$ cat src/rtl/video_timing_gen.sv
// ---------------------------------------------------------------------------
// video_timing_gen
//
// Pixel-clock video timing generator and test-pattern source feeding the
// three TMDS channel encoders of the HDMI transmitter. Produces hsync, vsync,
// DE and a 24-bit RGB stream, all registered once from the h/v counters so
// they arrive mutually aligned. Default geometry is 640x480@60.
//
// Ports
//   pclk         in   pixel clock, all logic on the rising edge
//   rst_n        in   asynchronous active-low reset
//   en           in   run enable; low clears counters and blanks outputs
//   pat_sel[1:0] in   0 colour bars, 1 gradient, 2 checkerboard, 3 solid
//   solid_rgb    in   colour used by the solid pattern
//   hsync        out  horizontal sync (active level = SYNC_POL)
//   vsync        out  vertical sync (active level = SYNC_POL)
//   de           out  data enable
//   rgb[23:0]    out  pixel {R, G, B}, zero outside the active area
//   frame_start  out  one-cycle pulse on the first active pixel of a frame
// ---------------------------------------------------------------------------
module video_timing_gen #(
    parameter int H_ACTIVE = 640,
    parameter int H_FP     = 16,
    parameter int H_SYNC   = 96,
    parameter int H_BP     = 48,
    parameter int V_ACTIVE = 480,
    parameter int V_FP     = 10,
    parameter int V_SYNC   = 2,
    parameter int V_BP     = 33,
    parameter int SYNC_POL = 0
) (
    input  logic        pclk,
    input  logic        rst_n,
    input  logic        en,
    input  logic [1:0]  pat_sel,
    input  logic [23:0] solid_rgb,
    output logic        hsync,
    output logic        vsync,
    output logic        de,
    output logic [23:0] rgb,
    output logic        frame_start
);

    localparam int H_TOTAL = H_ACTIVE + H_FP + H_SYNC + H_BP;
    localparam int V_TOTAL = V_ACTIVE + V_FP + V_SYNC + V_BP;
    localparam int BAR_W   = (H_ACTIVE / 8 > 0) ? H_ACTIVE / 8 : 1;

    localparam logic [11:0] H_ACT    = 12'(H_ACTIVE);
    localparam logic [11:0] HS_BEG   = 12'(H_ACTIVE + H_FP);
    localparam logic [11:0] HS_END   = 12'(H_ACTIVE + H_FP + H_SYNC);
    localparam logic [11:0] H_LAST   = 12'(H_TOTAL - 1);
    localparam logic [11:0] BAR_LAST = 12'(BAR_W - 1);

    localparam logic [10:0] V_ACT    = 11'(V_ACTIVE);
    localparam logic [10:0] VS_BEG   = 11'(V_ACTIVE + V_FP);
    localparam logic [10:0] VS_END   = 11'(V_ACTIVE + V_FP + V_SYNC);
    localparam logic [10:0] V_LAST   = 11'(V_TOTAL - 1);

    localparam logic SYNC_ON = 1'(SYNC_POL);

    logic [11:0] h_cnt;
    logic [10:0] v_cnt;
    logic [11:0] bar_px;
    logic [2:0]  bar_idx;
    logic [1:0]  pat_q;
    logic [23:0] solid_q;

    logic        h_wrap, v_wrap;
    logic        h_act, v_act, de_next;
    logic        hs_next, vs_next, fs_next;
    logic [7:0]  grad_b;
    logic [23:0] bar_rgb, pat_rgb, rgb_next;

    assign h_wrap = (h_cnt == H_LAST);
    assign v_wrap = (v_cnt == V_LAST);

    // Pixel and line counters; en low has priority and parks both at 0.
    always_ff @(posedge pclk or negedge rst_n) begin
        if (!rst_n) begin
            h_cnt <= '0;
            v_cnt <= '0;
        end else if (!en) begin
            h_cnt <= '0;
            v_cnt <= '0;
        end else begin
            h_cnt <= h_wrap ? 12'd0 : h_cnt + 12'd1;
            if (h_wrap)
                v_cnt <= v_wrap ? 11'd0 : v_cnt + 11'd1;
        end
    end

    // Bar index tracks h_cnt: it steps every BAR_W active pixels and holds at
    // 7 so the last bar soaks up any H_ACTIVE remainder.
    always_ff @(posedge pclk or negedge rst_n) begin
        if (!rst_n) begin
            bar_px  <= '0;
            bar_idx <= '0;
        end else if (!en || h_wrap) begin
            bar_px  <= '0;
            bar_idx <= '0;
        end else if (h_act) begin
            if (bar_px == BAR_LAST) begin
                bar_px <= '0;
                if (bar_idx != 3'd7)
                    bar_idx <= bar_idx + 3'd1;
            end else begin
                bar_px <= bar_px + 12'd1;
            end
        end
    end

    // Pattern controls are latched on the last pixel of a frame so a frame
    // never mixes two patterns. They survive en low.
    always_ff @(posedge pclk or negedge rst_n) begin
        if (!rst_n) begin
            pat_q   <= 2'd0;
            solid_q <= 24'h0;
        end else if (en && h_wrap && v_wrap) begin
            pat_q   <= pat_sel;
            solid_q <= solid_rgb;
        end
    end

    assign h_act   = (h_cnt < H_ACT);
    assign v_act   = (v_cnt < V_ACT);
    assign de_next = h_act & v_act;
    assign hs_next = (h_cnt >= HS_BEG && h_cnt < HS_END) ? SYNC_ON : ~SYNC_ON;
    assign vs_next = (v_cnt >= VS_BEG && v_cnt < VS_END) ? SYNC_ON : ~SYNC_ON;
    assign fs_next = (h_cnt == 12'd0) && (v_cnt == 11'd0);
    assign grad_b  = h_cnt[7:0] + v_cnt[7:0];

    always_comb begin
        bar_rgb = 24'h000000;
        case (bar_idx)
            3'd0:    bar_rgb = 24'hFFFFFF;
            3'd1:    bar_rgb = 24'hFFFF00;
            3'd2:    bar_rgb = 24'h00FFFF;
            3'd3:    bar_rgb = 24'h00FF00;
            3'd4:    bar_rgb = 24'hFF00FF;
            3'd5:    bar_rgb = 24'hFF0000;
            3'd6:    bar_rgb = 24'h0000FF;
            default: bar_rgb = 24'h000000;
        endcase
    end

    always_comb begin
        pat_rgb = 24'h000000;
        case (pat_q)
            2'd0:    pat_rgb = bar_rgb;
            2'd1:    pat_rgb = {h_cnt[7:0], v_cnt[7:0], grad_b};
            2'd2:    pat_rgb = (h_cnt[5] ^ v_cnt[5]) ? 24'hFFFFFF : 24'h000000;
            default: pat_rgb = solid_q;
        endcase
    end

    assign rgb_next = de_next ? pat_rgb : 24'h000000;

    always_ff @(posedge pclk or negedge rst_n) begin
        if (!rst_n) begin
            hsync       <= ~SYNC_ON;
            vsync       <= ~SYNC_ON;
            de          <= 1'b0;
            rgb         <= 24'h0;
            frame_start <= 1'b0;
        end else if (!en) begin
            hsync       <= ~SYNC_ON;
            vsync       <= ~SYNC_ON;
            de          <= 1'b0;
            rgb         <= 24'h0;
            frame_start <= 1'b0;
        end else begin
            hsync       <= hs_next;
            vsync       <= vs_next;
            de          <= de_next;
            rgb         <= rgb_next;
            frame_start <= fs_next;
        end
    end

endmodule

$ cat config.mk
export PLATFORM = sky130hd
export DESIGN_NAME = video_timing_gen
export DESIGN_NICKNAME = d
export VERILOG_FILES = /design/src/rtl/video_timing_gen.sv
export SDC_FILE = /design/constraint.sdc
export NUM_CORES = 1
export LEC_CHECK = 0
export CAP_MARGIN = 20
export CORE_MARGIN = 2
export CORE_UTILIZATION = 55
export CTS_BUF_LIST = sky130_fd_sc_hd__clkbuf_4
export CTS_CLUSTER_DIAMETER = 40
export DETAILED_ROUTE_END_ITERATION = 6
export PLACE_DENSITY_LB_ADDON = 0.05
export RECOVER_POWER = 25
export SYNTH_ARGS = -nofsm -noshare
export SYNTH_HDL_FRONTEND = slang
export SYNTH_SLANG_ARGS = --single-unit
$ cat constraint.sdc
create_clock -name pclk -period 5.9 [get_ports pclk]
set_input_delay 0.59 -clock pclk [delete_from_list [all_inputs] [get_ports pclk]]
set_output_delay 0.59 -clock pclk [all_outputs]
set_load 0.005 [all_outputs]
Yosys cells after proc, flatten, opt, wreduce, memory -nomap -nowiden
Index checks and enable logic that the tools add are counted.
- register bits after elaboration: 92
- word-level logic and storage cells: 75
- equal/unequal tests: 13
- reductions and logical operators: 15
- $add $sub $neg: 5
- magnitude comparators: 6
- bitwise operators: 2
- mux-type cells: 23
- operators with widths (kind ; number):
    one-hot mux 24 bit (7 select lines) ; 1
    2-to-1 mux 24 bit ; 3
    one-hot mux 24 bit (3 select lines) ; 1
    2-to-1 mux 12 bit ; 5
    2-to-1 mux 11 bit ; 3
    adder 12 x 1 -> 12 bit, second input constant ; 2
    < comparator 12 x 10 -> 1 bit, second input constant ; 2
    < comparator 11 x 9 -> 1 bit, second input constant ; 2
    == test 12 x 10 -> 1 bit, second input constant ; 1
    == test 12 x 7 -> 1 bit, second input constant ; 1
    >= comparator 12 x 10 -> 1 bit, second input constant ; 1
    logical NOT 12 bit ; 1
    2-to-1 mux 3 bit ; 4
    adder 11 x 1 -> 11 bit, second input constant ; 1
    == test 11 x 10 -> 1 bit, second input constant ; 1
    >= comparator 11 x 9 -> 1 bit, second input constant ; 1
    logical NOT 11 bit ; 1
    == test 3 bit, second input constant ; 3
    adder 8 bit ; 1
    == test 3 x 2 -> 1 bit, second input constant ; 2
    2-to-1 mux 1 bit ; 6
    nonzero test 2 bit ; 3
    logical AND 1 bit ; 5
    adder 3 x 1 -> 3 bit, second input constant ; 1
    other kinds (12) ; 12

Depth between registers and ports, before layout
Gate-level depths: netlist (run 1).
- depth after elaboration: 5
- gate-level depth with buffers: 9
- gate-level depth less buffers: 6

Worst setup path before layout (run 1)
Ideal clock, no wire load.
- path type: register -> register
- start point: register h_cnt[0]
- end point: register rgb[6]
- required time: 5.777 ns
- path slack: 3.762 ns
- data arrival time: 2.015 ns
- stages on the path, launching flop included: 7
- path through: dfrtp_1 ha_1 fa_1 a211oi_1 nor4_1 o31a_1 o221a_2
- cells in the longest elaborated chain, start to end: 4
- ends and longest elaborated chain (what ; line ; text):
    from (decl) ; 61 ; logic [11:0] h_cnt;
    from (signal assigned) ; 86 ; h_cnt <= h_wrap ? 12'd0 : h_cnt + 12'd1;
    adder 8 bit / < comparator 12 x 10 -> 1 bit (equally long branches) ; 130, 124 ;
    one-hot mux 24 bit (3 select lines) / AND 1 bit (equally long branches) ; 148, 126 ;
    2-to-1 mux 24 bit * ; 156 ; assign rgb_next = de_next ? pat_rgb : 24'h000000;
    2-to-1 mux 24 bit * ; 165 ; end else if (!en) begin
    to (signal assigned) ; 175 ; rgb <= rgb_next;
    to (decl) ; 40 ; output logic [23:0] rgb,
Mark *: on every way between the ends. The rest lies on a longest branch, timed or not.
A chain may end at the register's enable or synchronous reset.

==> results of run 1 <==
-- power groups by stage --
stage	clock [uW]	sequential [uW]	combinational, uW
finish	386	644	64.6
global route	417	646	72.7
CTS	398	644	67.8
detailed placement	0	656	67.0
global placement	0	656	64.5
floorplan	0	654	22.5
-- through the flow --
step	worst slack, ns	cells	util	hold slack, ns
floorplan	3.762	495	-	0.2944
global route	2.057	650	0.6521	0.5300
detailed placement	2.823	633	0.6334	0.4803
CTS	3.271	650	0.6528	0.5139
finish	2.704	650	0.6521	0.5089
global placement	2.879	633	0.6334	0.4737
-- timing repair --
item,in CTS,in global routing
hold buffers,1,0
buffers inserted,0,0
hold endpoints to repair,1,0
-- routing by layer --
layer  up-vias  share of wire
met5         -              0
met4         0         0.0097
met2        79           0.51
li1       1909              -
met3         9          0.038
met1      1982           0.44
-- registers in the layout, indices dropped and copies added (netlist names) --
register and count:
solid_q 24, hsync 1, pat_q 2, v_cnt 11, bar_px 12, vsync 1
frame_start 1, h_cnt 12, rgb 24, bar_idx 3, de 1
-- layout make-up --
type,instances,share of cell area
flip-flops and latches,92,0.4053
repair buffers,62,0.1054
clock buffers,9,0.01188
well taps,108,0.02376
inverters,13,0.008581
multi-input cells,359,0.4290
clock inverters,7,0.01606
-- cells in the final DEF, fill, tap and decap left out, types with 4 or more instances in the layout --
cell	n
dfrtp_1	90
nand2_1	44
a21oi_1	35
clkdlybuf4s50_1	33
o21ai_0	23
nand3_1	23
mux2_2	23
dlygate4sd3_1	23
nor2_1	20
ha_1	18
inv_1	13
nor3_1	13
a21o_1	11
nand4_1	11
or3_1	10
clkbuf_4	9
nor4_1	8
a22oi_1	8
xor2_1	8
and3_1	8
and2_1	7
nand2b_1	6
or4_1	6
and4_1	5
xnor2_1	4
nor2b_1	4
o21a_1	4
and2_0	4
buf_4	4
-- path summary, 6_finish.rpt --
path	start	to	slack [ns]
min	solid_q[7]$_DFFE_PN0P_	solid_q[7]$_DFFE_PN0P_	0.51
max reg2reg	h_cnt[11]$_DFF_PN0_	rgb[3]$_DFF_PN0_	3.27
min reg2reg	solid_q[7]$_DFFE_PN0P_	solid_q[7]$_DFFE_PN0P_	0.51
min in group asynchronous	rst_n	v_cnt[7]$_DFFE_PN0N_	0.89
max in group pclk	en	rgb[3]$_DFF_PN0_	3.13
max	rst_n	bar_px[0]$_DFFE_PN0P_	2.70
-- critical path, cell delays in order --
cell and delay (ns):
dlygate4sd3_1 0.52, clkbuf_1 0.88, clkbuf_2 1.40
-- logic make-up after synthesis --
group / count (synthesis)
buffers and inverters: 44
xor gates and xnor gates: 12
DFF: 92
muxes: 27
adders and majority gates: 19
and+or+nand+nor: 184
AOI/OAI and AO/OA: 117
==> metrics.txt, run 1 <==
CP startpoint kind=input port; Worst EP required=about 6.1 ns; setup TNS=0 ns; DR iter-0 viols=138; ys async rst share=1.000; H-tree level count=3; filler cell count=721; multiplexer area fraction after synthesis=0.06130; initial antenna violation count=0; Final ANT Viol Nets=0; Yosys reg bits=92; sequential fraction of design power=0.588; Layout Nets=approximately 590; Final Slew Violations=roughly 70; Layout area overhead=15.12%; Psw=approximately 260 uW; total power=1095 uW; Hold Crit Depth=1; multi-input gate area in the final layout=between 2000 and 2500 sq um; Final GP Congestion=0.9356; synth cell count leaders=dfrtp_1 (90), nand2_1 (44), a21oi_1 (35); Syn Nets=543; dpl cell area=around 5500 sq um; crit-path max FO=70; leading area contributor after synthesis=dfrtp_1; met2 Usage GRT=0.4132; vias per inst=~6.1; CORE AREA=8721 sq um; IO Port Bufs=56; R2R cell count=4; Adder-Cell Fraction of Synth Area=0.04965; sw frac=0.2347; Post-synth EDFFs=0; Num CTS Buffers=9; Seq/Total Area, Yosys=0.4666; top-area cell type share of the netlist area=0.4559; Detail Placement HPWL=7.981 mm; main combinational cell family by area after synthesis=simple AND/OR/NAND/NOR gates; largest net degree at the start of global routing=between 70 and 80; Sink Count=92; Critical Path AT=3.44 ns; diode count=0; wire length of the first global-routing pass=19.24 mm; I/O pins=57; first-pass detailed-route iteration total=4; Post-Synthesis Mean Instance Area=9.979 sq um; Internal=approximately 840 uW; post-route clock period utilization=0.5416; YS warnings=0; PD cells=192.6 nW/um^2; library cells used by synthesis=64; Total Wirelength=11.61 mm; xor/xnor share of the synthesized area=0.02128; max-cap check violation count=1; Lkg Pwr=between 0.002 and 0.003 uW; grt ovf=0; violated checks=max-capacitance violations, max-slew violations; Worst Tran Pin Value=1.710 ns; HP Class=flip-flop to flip-flop; status=complete, but fails checks; CTS tree=built; dominant cells by area after synthesis=dfrtp_1 (46%), mux2_2 (5.2%), ha_1 (4.6%); storage element area=2305 sq um; RSZ-0062 raised after global routing=no; Wirelength per Cell=between 15 and 20 um; Comb power frac=0.059; Starting Density=0.5664; vias=between 3,000 and 4,000; complex-gate fraction of the synthesized area=0.1583; clock slew at reported path FFs=0.14 ns; fin crit period=approximately 3.2 ns; Die Ht=98.77 um; Final Hold Viols=0; Syn Inst Count=495; clock buffer depth=2; Core Rows=34; top-count cell post-synth=dfrtp_1; met3 Use GR=0.03546; count of final setup violators=0; worst skew pair latency=around 0.44 ns; Critical Path End Type=asynchronous set/reset pin; VDD IR-drop max=0.1124 mV; post-synthesis cell area=4940 sq um; ys flop type=dfrtp_1; busiest layer in global routing=met2; area share of and/or/nand/nor cells after synthesis=0.2034; type of the worst setup path=input port to asynchronous set/reset pin; GR Util met1=0.3246; clock skew=0.02219 ns; DIE WIDTH=98.77 um; Total GRT Usage=0.2450; Clock power frac=0.353; root buf cell=clkbuf_4; cells resized by post-CTS repair=0; detailed-route DRC error count=0; fraction of layout cells with a size suffix above 1=0.09594; vias in the first global route=3,911; cell area after layout=5687 sq um; Worst slew margin=-0.1398; Die ar.=9756 sq um; Fmax=312.9 MHz
(Power assumes the default switching activity.)
==> run 2: changes to the inputs <==
==> constraint.sdc (replaced) <==
create_clock -name pclk -period 3.1 [get_ports pclk]
set_input_delay 0.31 -clock pclk [delete_from_list [all_inputs] [get_ports pclk]]
set_output_delay 0.31 -clock pclk [all_outputs]
set_load 0.005 [all_outputs]
==> metrics.txt, run 2 (synthesis gave the netlist of run 1 again) <==
Crit Reg-Reg Endpoint=solid_q[18]$_DFFE_PN0P_ (was rgb[3]$_DFF_PN0_); filler cell count=707 (was 721); Starting Density=0.5664 (unchanged); Layout area overhead=15.91% (was 15.12%); Hold Crit Depth=2 (was 1); Total GRT Usage=0.2503 (was 0.2450); status=completed (was complete, but fails checks); Worst Path Buf+Inv=1 (was 3); fraction of layout cells with a size suffix above 1=0.1060 (was 0.09594); hold path startpoint=solid_rgb[17] (was solid_q[7]$_DFFE_PN0P_); multi-input gate area in the final layout=2440 sq um (unchanged); Critical path origin=v_cnt[7]$_DFFE_PN0N_ (was rst_n); Die ar.=9756 sq um (unchanged); R2R cell count=5 (was 4); Num CTS Buffers=9 (unchanged); Final GP Congestion=0.9556 (was 0.9356); worst skew pair latency=0.44 ns (about the same); most common library cell in the layout ignoring fill and taps=dfrtp_1 (unchanged); first-pass detailed-route iteration total=5 (was 4); crit-path cells=nor4_1 > and3_1 > and2_1 > buf_4 > mux2_2 (was dlygate4sd3_1 > clkbuf_1 > clkbuf_2); count of final setup violators=0 (unchanged); Die Ht=98.77 um (unchanged); hold endpoint=solid_q[17]$_DFFE_PN0P_ (was solid_q[7]$_DFFE_PN0P_); RSZ-0062 raised after global routing=no (unchanged); Lkg Pwr=0.002574 uW (was 0.002608 uW); vias per inst=6.182 (was 6.122); Worst slew margin=0.2455 (was -0.1398); storage element area=2305 sq um (unchanged); type of the worst setup path=flip-flop to flip-flop (was input port to asynchronous set/reset pin); VDD IR-drop max=0.1921 mV (was 0.1124 mV); # Post-CTS Setup Buffers=0 (unchanged); Wirelength per Cell=17.93 um (was 17.86 um); Layout Nets=590 (was 585); DR iter-0 viols=158 (was 138); max-cap check violation count=0 (was 1); H-tree level count=3 (unchanged); largest net degree at the start of global routing=48 (was 71); clock slew at reported path FFs=0.14 ns (about the same); hold slack=0.4553 ns (was 0.5089 ns); vias in the first global route=3,920 (was 3,911); Core Rows=34 (unchanged); Final WS setup=0.6418 ns (was 2.704 ns); DIE WIDTH=98.77 um (unchanged); detailed-route DRC error count=0 (unchanged); slowest CP cell=and3_1 (was clkbuf_2); root buf cell=clkbuf_4 (unchanged); wire length of the first global-routing pass=19.39 mm (was 19.24 mm); cells resized by post-CTS repair=0 (unchanged); Top delay family on crit path=simple AND/OR/NAND/NOR gates (was buffers and inverters); Final Slew Violations=0 (was 71); Detail Placement HPWL=8.226 mm (was 7.981 mm); Final Hold Viols=0 (unchanged); CORE AREA=8721 sq um (unchanged); Final ANT Viol Nets=0 (unchanged); diode count=0 (unchanged); DP Worst Slack=0.6589 ns (was 2.823 ns); Fmax=roughly 410 MHz; Worst EP required=3.44 ns (was 6.14 ns); grt ovf=0 (unchanged); IO Port Bufs=56 (unchanged); CP startpoint kind=flip-flop (was input port); crit-path max FO=26 (was 70); Sink Count=92 (unchanged); clock buffer depth=2 (unchanged); I/O pins=57 (unchanged); clock skew=0.009945 ns (was 0.02219 ns); total power=2082 uW (was 1095 uW); CTS tree=built (unchanged); Critical Path End Type=flip-flop (was asynchronous set/reset pin); Critical Path Max Stage Delay=0.53 ns (was 1.40 ns); Total Wirelength=11.74 mm (was 11.61 mm); RR Startpoint=v_cnt[7]$_DFFE_PN0N_ (was h_cnt[11]$_DFF_PN0_); PD cells=363.7 nW/um^2 (was 192.6 nW/um^2); initial antenna violation count=0 (unchanged); flop-to-flop setup slack=0.64 ns (was 3.27 ns); Worst Tran Pin Value=1.132 ns (was 1.710 ns); setup TNS=0 ns (unchanged); Critical Path AT=2.80 ns (was 3.44 ns); post-route clock period utilization=0.7930; most frequent cells in the layout=dfrtp_1 (90), clkdlybuf4s50_1 (55), nand2_1 (44), a21oi_1 (35) (was dfrtp_1 (90), nand2_1 (44), a21oi_1 (35), clkdlybuf4s50_1 (33)); HP Class=input port to flip-flop (was flip-flop to flip-flop); vias=4,049 (was 3,979); top flop regs=rgb (24), solid_q (24) (unchanged); fin crit period=2.458 ns
## run 2: final cells by class
cell class                 instances  area share
clock inverter                     7     0.01595
inverter                          13    0.008523
tap                              108     0.02360
clock buffer                       9     0.01180
timing repair buffer              67      0.1115
multi-input combinational        359      0.4261
sequential                        92      0.4025
## run 2: per-stage QoR
| step | cell area (sq um) | utilization | instances |
|---|---|---|---|
| 3_3_place_gp | 5574 | 0.6392 | 638 |
| 5_1_grt | 5725 | 0.6565 | 655 |
| 2_1_floorplan | 4940 | - | 495 |
| 3_5_place_dp | 5574 | 0.6392 | 638 |
| 4_1_cts | 5743 | 0.6585 | 655 |
| 6_report | 5725 | 0.6565 | 655 |
## run 2: power by group
part	leakage (uW)	internal (uW)	switching, uW
registers	0.00126	1210	13.5
logic	0.00124	62.6	62.4
clock network	0.0000756	322	409
total	0.00257	1600	485
## run 2: worst register-to-register path, cell delays in order (launching register included)
cell and delay [ns]:
dfrtp_1 0.52, nor4_1 0.38, and3_1 0.53, and2_1 0.20, buf_4 0.34, mux2_2 0.39
## run 2: worst max-delay path by stage
stage / slack, ns / end / cells past startpoint
floorplan: 0.96 / rgb[6]$_DFF_PN0_ / 6
global placement: 0.69 / rgb[6]$_DFF_PN0_ / 6
detailed placement: 0.66 / solid_q[6]$_DFFE_PN0P_ / 5
CTS: 0.64 / solid_q[5]$_DFFE_PN0P_ / 5
global route: 0.34 / v_cnt[1]$_DFFE_PN0N_ / 3
finish: 0.64 / solid_q[18]$_DFFE_PN0P_ / 5
## run 2: metal layers
| metal | global-route usage | routed length, um |
|---|---|---|
| met1 | 0.3335 | 5167 |
| met2 | 0.4070 | 5712 |
| met3 | 0.03333 | 461 |
| met4 | 0.1191 | 401 |
| met5 | 0 | 0 |
## run 2: timing repair
item | CTS | global route
endpoints found under the hold margin | 46 | 0
hold buffers | 1 | 0
endpoints found under the setup margin | 0 | 0
